[config.mk]
export PLATFORM = sky130hd
export DESIGN_NAME = fetch_queue
export DESIGN_NICKNAME = d
export VERILOG_FILES = /design/src/rtl/fetch_queue_pkg.sv /design/src/rtl/fetch_queue_storage.sv /design/src/rtl/fetch_queue.sv
export SDC_FILE = /design/constraint.sdc
export NUM_CORES = 1
export LEC_CHECK = 0
export BUFFER_PORTS_ARGS = -buffer_cell sky130_fd_sc_hd__clkbuf_2
export CELL_PAD_IN_SITES_DETAIL_PLACEMENT = 0
export CELL_PAD_IN_SITES_GLOBAL_PLACEMENT = 1
export CORE_MARGIN = 5
export CORE_UTILIZATION = 44
export DETAILED_ROUTE_END_ITERATION = 8
export MAX_ROUTING_LAYER = met4
export PLACE_DENSITY_LB_ADDON = 0.2
export SLEW_MARGIN = 20
export SYNTH_ARGS = -nofsm -noshare
export SYNTH_HDL_FRONTEND = slang
export SYNTH_SLANG_ARGS = --single-unit
[constraint.sdc]
create_clock -name clk -period 3.4 [get_ports clk]
set_input_delay 0.51 -clock clk [delete_from_list [all_inputs] [get_ports clk]]
set_output_delay 0.51 -clock clk [all_outputs]
set_load 0.005 [all_outputs]
[src/rtl/fetch_queue_pkg.sv]
// Shared types and constants for the fetch queue: entry record, PC step sizes, canonical NOP.
package fetch_pkg;

  typedef struct packed {
    logic [31:0] pc;
    logic [31:0] inst;
    logic        compressed;
  } fq_entry_t;

  localparam int unsigned PC_STEP_C = 2;
  localparam int unsigned PC_STEP_W = 4;
  localparam logic [31:0] INST_NOP  = 32'h00000013;

endpackage

[src/rtl/fetch_queue_storage.sv]
// Entry array for the fetch queue; pointers are owned by the parent.
module fq_storage
  import fetch_pkg::*;
#(
  parameter int unsigned DEPTH = 4,
  parameter int unsigned PW    = $clog2(DEPTH)
) (
  input  logic            clk,
  input  logic            wr_en,
  input  logic [PW-1:0]   wr_ptr,
  input  fq_entry_t       wr_data,
  input  logic [PW-1:0]   rd_ptr,
  output fq_entry_t       rd_data
);

  fq_entry_t mem [DEPTH];

  // Data array carries no reset; validity is tracked by the parent's count.
  always_ff @(posedge clk) begin
    if (wr_en) mem[wr_ptr] <= wr_data;
  end

  assign rd_data = mem[rd_ptr];

endmodule

[src/rtl/fetch_queue.sv]
// Fetch-PC owner and instruction queue between realigner and decode.
// Optional same-cycle bypass of an empty queue is enabled by defining FQ_BYPASS_EN.
module fetch_queue
  import fetch_pkg::*;
#(
  parameter int unsigned DEPTH    = 4,
  parameter logic [31:0] RESET_PC = 32'h00000000
) (
  input  logic        clk,
  input  logic        rst,
  input  logic        redirect_valid,
  input  logic [31:0] redirect_pc,
  output logic [31:0] fe_pc,
  output logic        fe_stall,
  output logic        fe_step,
  output logic        fe_flush,
  input  logic        fe_ready,
  input  logic [31:0] fe_inst,
  input  logic        fe_compressed,
  output logic        deq_valid,
  input  logic        deq_ready,
  output logic [31:0] deq_pc,
  output logic [31:0] deq_inst,
  output logic        deq_compressed
);

  localparam int unsigned PW = $clog2(DEPTH);
  localparam int unsigned CW = PW + 1;

  logic [31:0]   pc_r;
  logic [PW-1:0] wr_ptr;
  logic [PW-1:0] rd_ptr;
  logic [CW-1:0] count;

  logic      full;
  logic      empty;
  logic      enq_fire;
  logic      wr_en;
  logic      pop;
  logic      byp_take;
  fq_entry_t wr_data;
  fq_entry_t rd_data;
  fq_entry_t head;

  assign full     = (count == CW'(DEPTH));
  assign empty    = (count == '0);
  assign enq_fire = fe_ready & ~full & ~redirect_valid & ~rst;

  assign fe_pc    = pc_r;
  assign fe_step  = enq_fire;
  assign fe_stall = ~enq_fire;
  assign fe_flush = redirect_valid;

  assign wr_data = '{pc: pc_r, inst: fe_inst, compressed: fe_compressed};

`ifdef FQ_BYPASS_EN
  logic byp;
  // An empty queue forwards the incoming instruction straight to decode.
  assign byp       = empty & enq_fire;
  assign deq_valid = (~empty | byp) & ~redirect_valid;
  assign head      = byp ? wr_data : rd_data;
  assign byp_take  = byp & deq_ready;
`else
  assign deq_valid = ~empty & ~redirect_valid;
  assign head      = rd_data;
  assign byp_take  = 1'b0;
`endif

  // Storage is popped only for a real stored entry, never for a bypassed one.
  assign pop   = ~empty & ~redirect_valid & deq_ready;
  assign wr_en = enq_fire & ~byp_take;

  assign deq_pc         = head.pc;
  assign deq_inst       = head.inst;
  assign deq_compressed = head.compressed;

  fq_storage #(.DEPTH(DEPTH)) u_storage (
    .clk     (clk),
    .wr_en   (wr_en),
    .wr_ptr  (wr_ptr),
    .wr_data (wr_data),
    .rd_ptr  (rd_ptr),
    .rd_data (rd_data)
  );

  always_ff @(posedge clk) begin
    if (rst) begin
      pc_r   <= RESET_PC;
      wr_ptr <= '0;
      rd_ptr <= '0;
      count  <= '0;
    end else if (redirect_valid) begin
      pc_r   <= redirect_pc & ~32'h1;
      wr_ptr <= '0;
      rd_ptr <= '0;
      count  <= '0;
    end else begin
      if (enq_fire) pc_r <= pc_r + (fe_compressed ? 32'(PC_STEP_C) : 32'(PC_STEP_W));
      if (wr_en)    wr_ptr <= wr_ptr + 1'b1;
      if (pop)      rd_ptr <= rd_ptr + 1'b1;
      case ({wr_en, pop})
        2'b10:   count <= count + 1'b1;
        2'b01:   count <= count - 1'b1;
        default: count <= count;
      endcase
    end
  end

endmodule

==> run metrics, run 1 <==
FF+latch count, synth 296; R2R Path End fe_pc[31]$_SDFFE_PP0P_; H-tree depth 1; WS Path Type flop to output pin; Chip Height 172 um; initial antenna violation count 0; CTS resizes 0; status finished, final reports clean; slew at the pin with the worst max-slew slack 1.03 ns; critical-path cell list mux4_2 -> clkbuf_2; Post-synth EDFFs 256; share of layout cells above drive strength 1 37.8%; global-route wire length before repair 38.0 mm; IO Pins 171; post-synthesis mux area share 12.6%; Compound-Gate Fraction of Synth Area 2.48%; core footprint 0.0259 sq mm; critical-path maximum fanout 64; Synth Instances 617; later-pin clock latency in the skew report 0.54 ns; via count 6185; unrepaired setup endpoints after global routing no; Pleak 4.74 nW; largest family of logic cells by synthesized area multiplexers; Pre-Repair DR Iteration Count 5; DRT iter0 DRCs 439; Remaining Overflow, GRT 0; final worst path period share 79.3%; RePlAce Congestion 0.790; clock root cell clkbuf_16; Adder-Cell Fraction of Synth Area 1.11%; final net count 886; Setup TNS 0 ns; final hold violation count 0; placed cell count 1109; Num Clock Sinks 296; Slowest-stage cell, CP dfxtp_4; routed len/inst 21.0 um; clk slew on worst S/H paths 0.06 ns; Slew Viols, Final 0; simple-gate share of the synthesized area 6.21%; # DRC 0; sequential area share after synthesis 73.5%; row cnt 59; Max Fclk 371 MHz; WP data required 2.89 ns; routed wire length 24.5 mm; post-synth cell types 43; vias in the first global route 6542; Initial Utilization 44.5%; vias per inst 5.30; IO buf count 167; WHS Path Cells 1; diodes inserted 0; total track usage 17.1%; maximum VDD drop 0.353 mV; CTS max path bufs 3; Max-slew headroom 31.5%; endpoints failing setup 0; reg2reg setup slack 0.89 ns; Primary FF master, synth edfxtp_1; Async SR Flop Fraction 0%; Crit. End Element output pin; final core utilization 53.6%; DPL Wire Length 16.0 mm; xor/xnor share of the synthesized area 2.35%; R2R Path Start fe_pc[3]$_SDFFE_PP0P_; CTS Hold Bufs 0; kind of start point of the critical path flop; largest net degree at the start of global routing 65; Ys Warns 0; slowest cell delay on critical path 1.00 ns; Die ar. 0.0296 sq mm; HP Start fe_inst[9]; r2r worst-path depth 6; Hold Crit Class input pin to flop; max_cap viols 0; CTS buffer count 31; final std cells w/o fill 1166; post-route ant nets 0; Worst Hold End u_storage.mem[1][10]$_DFFE_PP_; CTS tree done; Worst EP arrival 2.18 ns; Clock Skew 0.0136 ns; power per cell area 547 mW/mm^2; Synth-to-Final Area Change 20.3%; die width 172 um; synthesized area 0.0115 sq mm; Mapped Avg Cell Area 18.7 sq um; total setup buffers inserted after CTS 0; Period minus WS final 2.69 ns
[placed cells by master (no fill, tap or decap), types with 3 or more instances in the layout]
cell	netlist	layout
clkbuf_16	0	31
xnor2_1	20	20
ha_1	7	7
nand2_1	26	26
and2_1	7	3
xor2_1	11	11
a211oi_1	17	17
and3_1	4	4
bufinv_16	0	3
nand3_1	11	11
edfxtp_1	256	256
nor3_1	9	9
nor2_1	36	36
buf_4	3	13
or2_2	3	3
o21ai_0	5	5
a311oi_1	4	4
a21oi_1	10	10
clkbuf_1	19	4
clkinv_2	0	7
nand4_1	9	9
buf_12	0	7
inv_1	12	12
clkbuf_2	0	167
nor4_4	4	4
nor4_1	6	6
dfxtp_1	40	38
mux4_2	64	64
or3_1	3	3
clkinv_1	0	7
and2_4	0	4
[cells in the mapped netlist, types with 5 or more instances]
cell type,n,area [sq um]
a21oi_1,10,50.1
edfxtp_1,256,7690
inv_1,12,45.0
nor4_1,6,37.5
nand4_1,9,56.3
a211oi_1,17,128
dfxtp_1,40,801
xnor2_1,20,175
nor2_1,36,135
buf_1,6,22.5
nand3_1,11,55.1
nor3_1,9,45.0
and2_1,7,43.8
ha_1,7,87.6
o21ai_0,5,25.0
clkbuf_1,19,71.3
xor2_1,11,96.3
mux4_2,64,1440
nand2_1,26,97.6
[sequential cells by signal, indices dropped and copies added (netlist names), named ones only]
register,flops
count,3
wr_ptr,2
rd_ptr,2
fe_pc,31
u_storage.mem,256
[layer usage]
metal	vias up	global-route usage (%)	wire (um)
li1	2836	-	-
met1	3130	23.4	10700
met2	192	28.0	12100
met3	27	2.56	1400
met4	0	2.70	242
met5	-	-	0
[cell families after synthesis]
| logic type | Yosys count |
|---|---|
| multiplexers | 65 |
| XOR/XNOR | 31 |
| other | 1 |
| buffers and inverters | 43 |
| flip-flops | 296 |
| AND/OR/NAND/NOR | 130 |
| AO/OA/AOI/OAI | 42 |
| adder cells (fa/ha/maj) | 9 |
[how the worst max path moves through the flow]
stage	slack [ns]	to	depth (start not counted)
CTS	0.61	deq_pc[22]	3
global placement	0.73	fe_pc[18]$_SDFFE_PP0P_	7
detailed placement	0.69	fe_pc[18]$_SDFFE_PP0P_	7
floorplan	0.1	u_storage.mem[0][0]$_DFFE_PP_	5
global route	0.55	deq_pc[22]	3
finish	0.71	deq_inst[0]	2
[report_power, final]
part           internal [mW]  leakage [nW]  switching (mW)
registers               4.01          2.64          0.0700
clock network           1.90         0.481            1.33
logic                  0.134          1.62           0.157
total                   6.04          4.74            1.55
[through the flow]
| stage | hold slack, ns | total power [mW] | area [sq um] | worst slack (ns) |
|---|---|---|---|---|
| floorplan | 0.469 | 4.27 | 11500 | 0.0963 |
| global placement | 0.479 | 4.44 | 12900 | 0.725 |
| detailed placement | 0.487 | 4.45 | 12900 | 0.693 |
| CTS | 0.166 | 7.68 | 13900 | 0.610 |
| global route | 0.170 | 7.88 | 13900 | 0.546 |
| finish | 0.190 | 7.60 | 13900 | 0.705 |
[final cells by class]
class | count | area (sq um)
sequential | 296 | 8500
clock inverter | 22 | 193
multi-input combinational | 279 | 2870
timing repair buffer | 187 | 1070
inverter | 12 | 45.0
tap | 335 | 419
fill | 2078 | 12000
clock buffer | 35 | 791
[critical path, delay by kind of cell, from the launching register on]
kind	cells	cell delay [ns]
multiplexers	1	0.45
flip-flops	1	1.00
buffers and inverters	1	0.13
(Power assumes the default switching activity.)
==> run 2: changes to the inputs <==
Settings changed: CORE_UTILIZATION 44 to 48.
Clock period 3.4 ns to 2.8 ns, I/O delays scaled along.
==> run 2 against run 1 <==
Effect of this change:
- sequential cell count did not move
- die area fell by 7.9%
- setup slack got worse by 0.45 ns
- critical path type unchanged
- utilization rose by 5.8 points
- clock power increased by 22%
- combinational power grew 36%
- clock-buffer cell count rose by 7
- largest cell class unchanged
- cell area rose by 0.74%
- total power grew 22%
- first-iteration DRC count down 4.6%
==> run metrics, run 2 (same netlist as run 1, synthesis figures left out) <==
critical-path maximum fanout 16; clock root cell clkbuf_16; CTS tree done; Critical path buffers and inverters 2; maximum VDD drop 0.444 mV; endpoints failing setup 0; Period minus WS final 2.54 ns; global-route wire length before repair 37.5 mm; routed wire length 24.0 mm; number of fill cells 1822; total setup buffers inserted after CTS 0; final worst path period share 90.9%; WP data required 2.38 ns; DRT iter0 DRCs 419; diodes inserted 0; row cnt 56; vias per inst 5.36; slowest cell delay on critical path 0.60 ns; Max Fclk 393 MHz; final net count 901; commonest non-fill, non-tap cell in the layout edfxtp_1; core footprint 0.0235 sq mm; Pleak 4.83 nW; Chip Height 165 um; routed len/inst 20.6 um; Hold Crit Class input pin to flop; max_cap viols 0; DPL Wire Length 16.1 mm; Crit. End Element output pin; post-route ant nets 0; share of layout cells above drive strength 1 38.8%; final hold slack 0.100 ns; unrepaired setup endpoints after global routing no; Remaining Overflow, GRT 0; CTS Hold Bufs 0; largest net degree at the start of global routing 44; Num Clock Sinks 296; clk slew on worst S/H paths 0.06 ns; later-pin clock latency in the skew report 0.53 ns; reg2reg setup slack 0.30 ns; Synth-to-Final Area Change 21.2%; Max-slew headroom 64.0%; power per cell area 660 mW/mm^2; R2R Path Start count[2]$_SDFFE_PP0P_; kind of start point of the critical path flop; most frequent cells in the layout edfxtp_1, clkbuf_2, mux4_2; die width 165 um; Top delay family on crit path flip-flops; HP Start fe_inst[15]; H-tree depth 1; Initial Utilization 49.0%; critical-path cell list buf_4 -> mux4_2 -> clkbuf_2; Die ar. 0.0272 sq mm; Slew Viols, Final 0; status finished, final reports clean; initial antenna violation count 0; max reg flops 256; Worst EP arrival 2.12 ns; CTS buffer count 30; Slowest-stage cell, CP dfxtp_4; total track usage 18.4%; Clock Skew 0.00828 ns; WS Path Type flop to output pin; CTS resizes 0; CTS max path bufs 3; vias in the first global route 6629; IO buf count 167; most flop-heavy register u_storage.mem; IO Pins 171; Pre-Repair DR Iteration Count 5; Setup TNS 0 ns; RePlAce Congestion 0.837; final hold violation count 0; Power, Total 9.24 mW; # DRC 0; via count 6239; slew at the pin with the worst max-slew slack 0.540 ns
==> run 2: layout make-up <==
| class | count | area, sq um | share of cell area, % |
|---|---|---|---|
| clock buffer | 42 | 847 | 6.05 |
| timing repair buffer | 203 | 1190 | 8.53 |
| sequential | 296 | 8500 | 60.7 |
| inverter | 12 | 45.0 | 0.322 |
| multi-input combinational | 279 | 2870 | 20.5 |
| clock inverter | 13 | 139 | 0.993 |
| tap | 319 | 399 | 2.85 |
==> run 2: stage by stage <==
| stage | cells | setup slack, ns | cell area (sq um) | utilization (%) |
|---|---|---|---|---|
| finish | 1164 | 0.256 | 14000 | 59.4 |
| global route | 1164 | 0.103 | 14000 | 59.4 |
| global placement | 1109 | 0.232 | 13000 | 55.2 |
| CTS | 1164 | 0.165 | 14000 | 59.4 |
| floorplan | 618 | 0.287 | 11600 | - |
| detailed placement | 1109 | 0.221 | 13000 | 55.2 |
==> run 2: routing by layer <==
| layer | routed length, um | global-route usage (%) | vias to the layer above |
|---|---|---|---|
| li1 | - | - | 2863 |
| met1 | 10600 | 25.5 | 3174 |
| met2 | 11700 | 29.7 | 176 |
| met3 | 1300 | 2.48 | 26 |
| met4 | 367 | 3.89 | 0 |
| met5 | 0 | - | - |
==> run 2: where the power goes <==
group	internal, mW	switching (mW)
registers	4.87	0.0563
clock network	2.37	1.55
logic	0.176	0.218
==> run 2: worst paths after layout <==
check	to	cells after the start
setup / recovery	deq_inst[4]	3
hold / removal	u_storage.mem[1][16]$_DFFE_PP_	1
setup reg to reg	count[2]$_SDFFE_PP0P_	8
hold reg to reg	wr_ptr[1]$_SDFFE_PP0P_	2
==> run 3: changes to the inputs <==
Settings changed: RECOVER_POWER set to 50.
==> run 3 against run 2 <==
Effect of this change:
- cell count unchanged
- hold slack gained 0.010 ns
- cell area shrank 1.1%
- largest power group unchanged
==> run metrics, run 3 (same netlist as run 1, synthesis figures left out) <==
critical-path maximum fanout 16; Hold Crit Class input pin to flop; placed instance area 0.0130 sq mm; core footprint 0.0235 sq mm; placed cell count 1109; number of fill cells 1877; kind of start point of the critical path flop; Num Clock Sinks 296; later-pin clock latency in the skew report 0.54 ns; R2R Path End count[2]$_SDFFE_PP0P_; largest net degree at the start of global routing 44; via count 6244; share of layout cells above drive strength 1 29.7%; RePlAce Congestion 0.837; most flop-heavy register u_storage.mem; diodes inserted 0; # DRC 0; final hold violation count 0; initial antenna violation count 0; final hold slack 0.111 ns; Worst Setup EP deq_pc[18]; final worst path period share 91.0%; final net count 901; final std cells w/o fill 1164; die width 165 um; Max-slew headroom 49.0%; routed wire length 24.0 mm; row cnt 56; Pre-Repair DR Iteration Count 4; post-route ant nets 0; CTS resizes 0; Setup TNS 0 ns; endpoints failing setup 0; status finished, final reports clean; WS Path Type flop to output pin; critical-path cell list buf_4 -> mux4_2 -> clkbuf_2; routed len/inst 20.6 um; fin area 0.0138 sq mm; commonest non-fill, non-tap cell in the layout edfxtp_1; Worst Setup Slack, final 0.251 ns; R2R Path Start count[2]$_SDFFE_PP0P_; maximum VDD drop 0.439 mV; Chip Height 165 um; Pleak 4.57 nW; reg2reg setup slack 0.30 ns; Clock Skew 0.00757 ns; WP data required 2.38 ns; Slew Viols, Final 0; total setup buffers inserted after CTS 0; final core utilization 58.8%; CTS max path bufs 3; Max Fclk 392 MHz; IO Pins 171; global-route wire length before repair 37.5 mm; total track usage 18.4%; Power, Total 9.21 mW; max reg flops 256; IO buf count 167; clk slew on worst S/H paths 0.06 ns; r2r worst-path depth 8; most frequent cells in the layout edfxtp_1, clkbuf_2, clkbuf_1; Slowest-stage cell, CP dfxtp_4; DRT iter0 DRCs 464; power per cell area 666 mW/mm^2; slowest cell delay on critical path 0.60 ns; Period minus WS final 2.55 ns; Initial Utilization 49.0%; pre-CTS setup slack 0.221 ns; clock root cell clkbuf_16; DPL Wire Length 16.1 mm; CTS Hold Bufs 0; unrepaired setup endpoints after global routing no; Synth-to-Final Area Change 19.9%; Die ar. 0.0272 sq mm; H-tree depth 1; Worst EP arrival 2.13 ns; max_cap viols 0; Crit. End Element output pin; CTS tree done; Remaining Overflow, GRT 0; vias in the first global route 6629; vias per inst 5.36; CTS buffer count 30; slew at the pin with the worst max-slew slack 0.765 ns
==> run 3: cell types whose count changed in the layout (fill, tap and decap cells not counted), sizes merged <==
cell    delta
buf       -15
clkbuf    +15
==> run 3: worst min-delay path by stage <==
stage                                       from                        endpoint  slack [ns]  depth (start not counted)
after floorplan           wr_ptr[1]$_SDFFE_PP0P_          wr_ptr[1]$_SDFFE_PP0P_        0.47                          2
after CTS                            fe_inst[12]  u_storage.mem[0][13]$_DFFE_PP_        0.07                          1
after detailed placement  wr_ptr[1]$_SDFFE_PP0P_          wr_ptr[1]$_SDFFE_PP0P_        0.51                          2
after global routing              redirect_pc[4]           fe_pc[4]$_SDFFE_PP0P_         0.1                          3
after global placement    wr_ptr[1]$_SDFFE_PP0P_          wr_ptr[1]$_SDFFE_PP0P_        0.48                          2
final                             redirect_pc[4]           fe_pc[4]$_SDFFE_PP0P_        0.11                          3
==> run 3: routing by layer <==
layer / up-vias / track usage (%) / routed length (um) / share of wire [%]
li1: 2862 / - / - / -
met1: 3172 / 25.5 / 10700 / 44
met2: 186 / 29.7 / 11800 / 49
met3: 24 / 2.48 / 1240 / 5.2
met4: 0 / 3.89 / 352 / 1.5
met5: - / - / 0 / 0
==> run 3: report_power, final <==
part,switching (mW),total (mW),internal (mW)
combinational,0.218,0.370,0.152
sequential,0.0563,4.93,4.87
clock,1.54,3.92,2.37
==> run 3: cell type report <==
cell class / instances / area (sq um) / area share (%)
clock buffer: 42 / 847 / 6.12
tap: 319 / 399 / 2.88
clock inverter: 13 / 139 / 1.00
timing repair buffer: 203 / 1050 / 7.56
sequential: 296 / 8500 / 61.4
multi-input combinational: 279 / 2870 / 20.7
inverter: 12 / 45.0 / 0.325
==> run 3: worst max-delay path: cells and delay by family (launching register included) <==
kind | cells | cell delay (ns)
buffers and inverters | 2 | 0.45
DFF | 1 | 0.60
muxes | 1 | 0.54
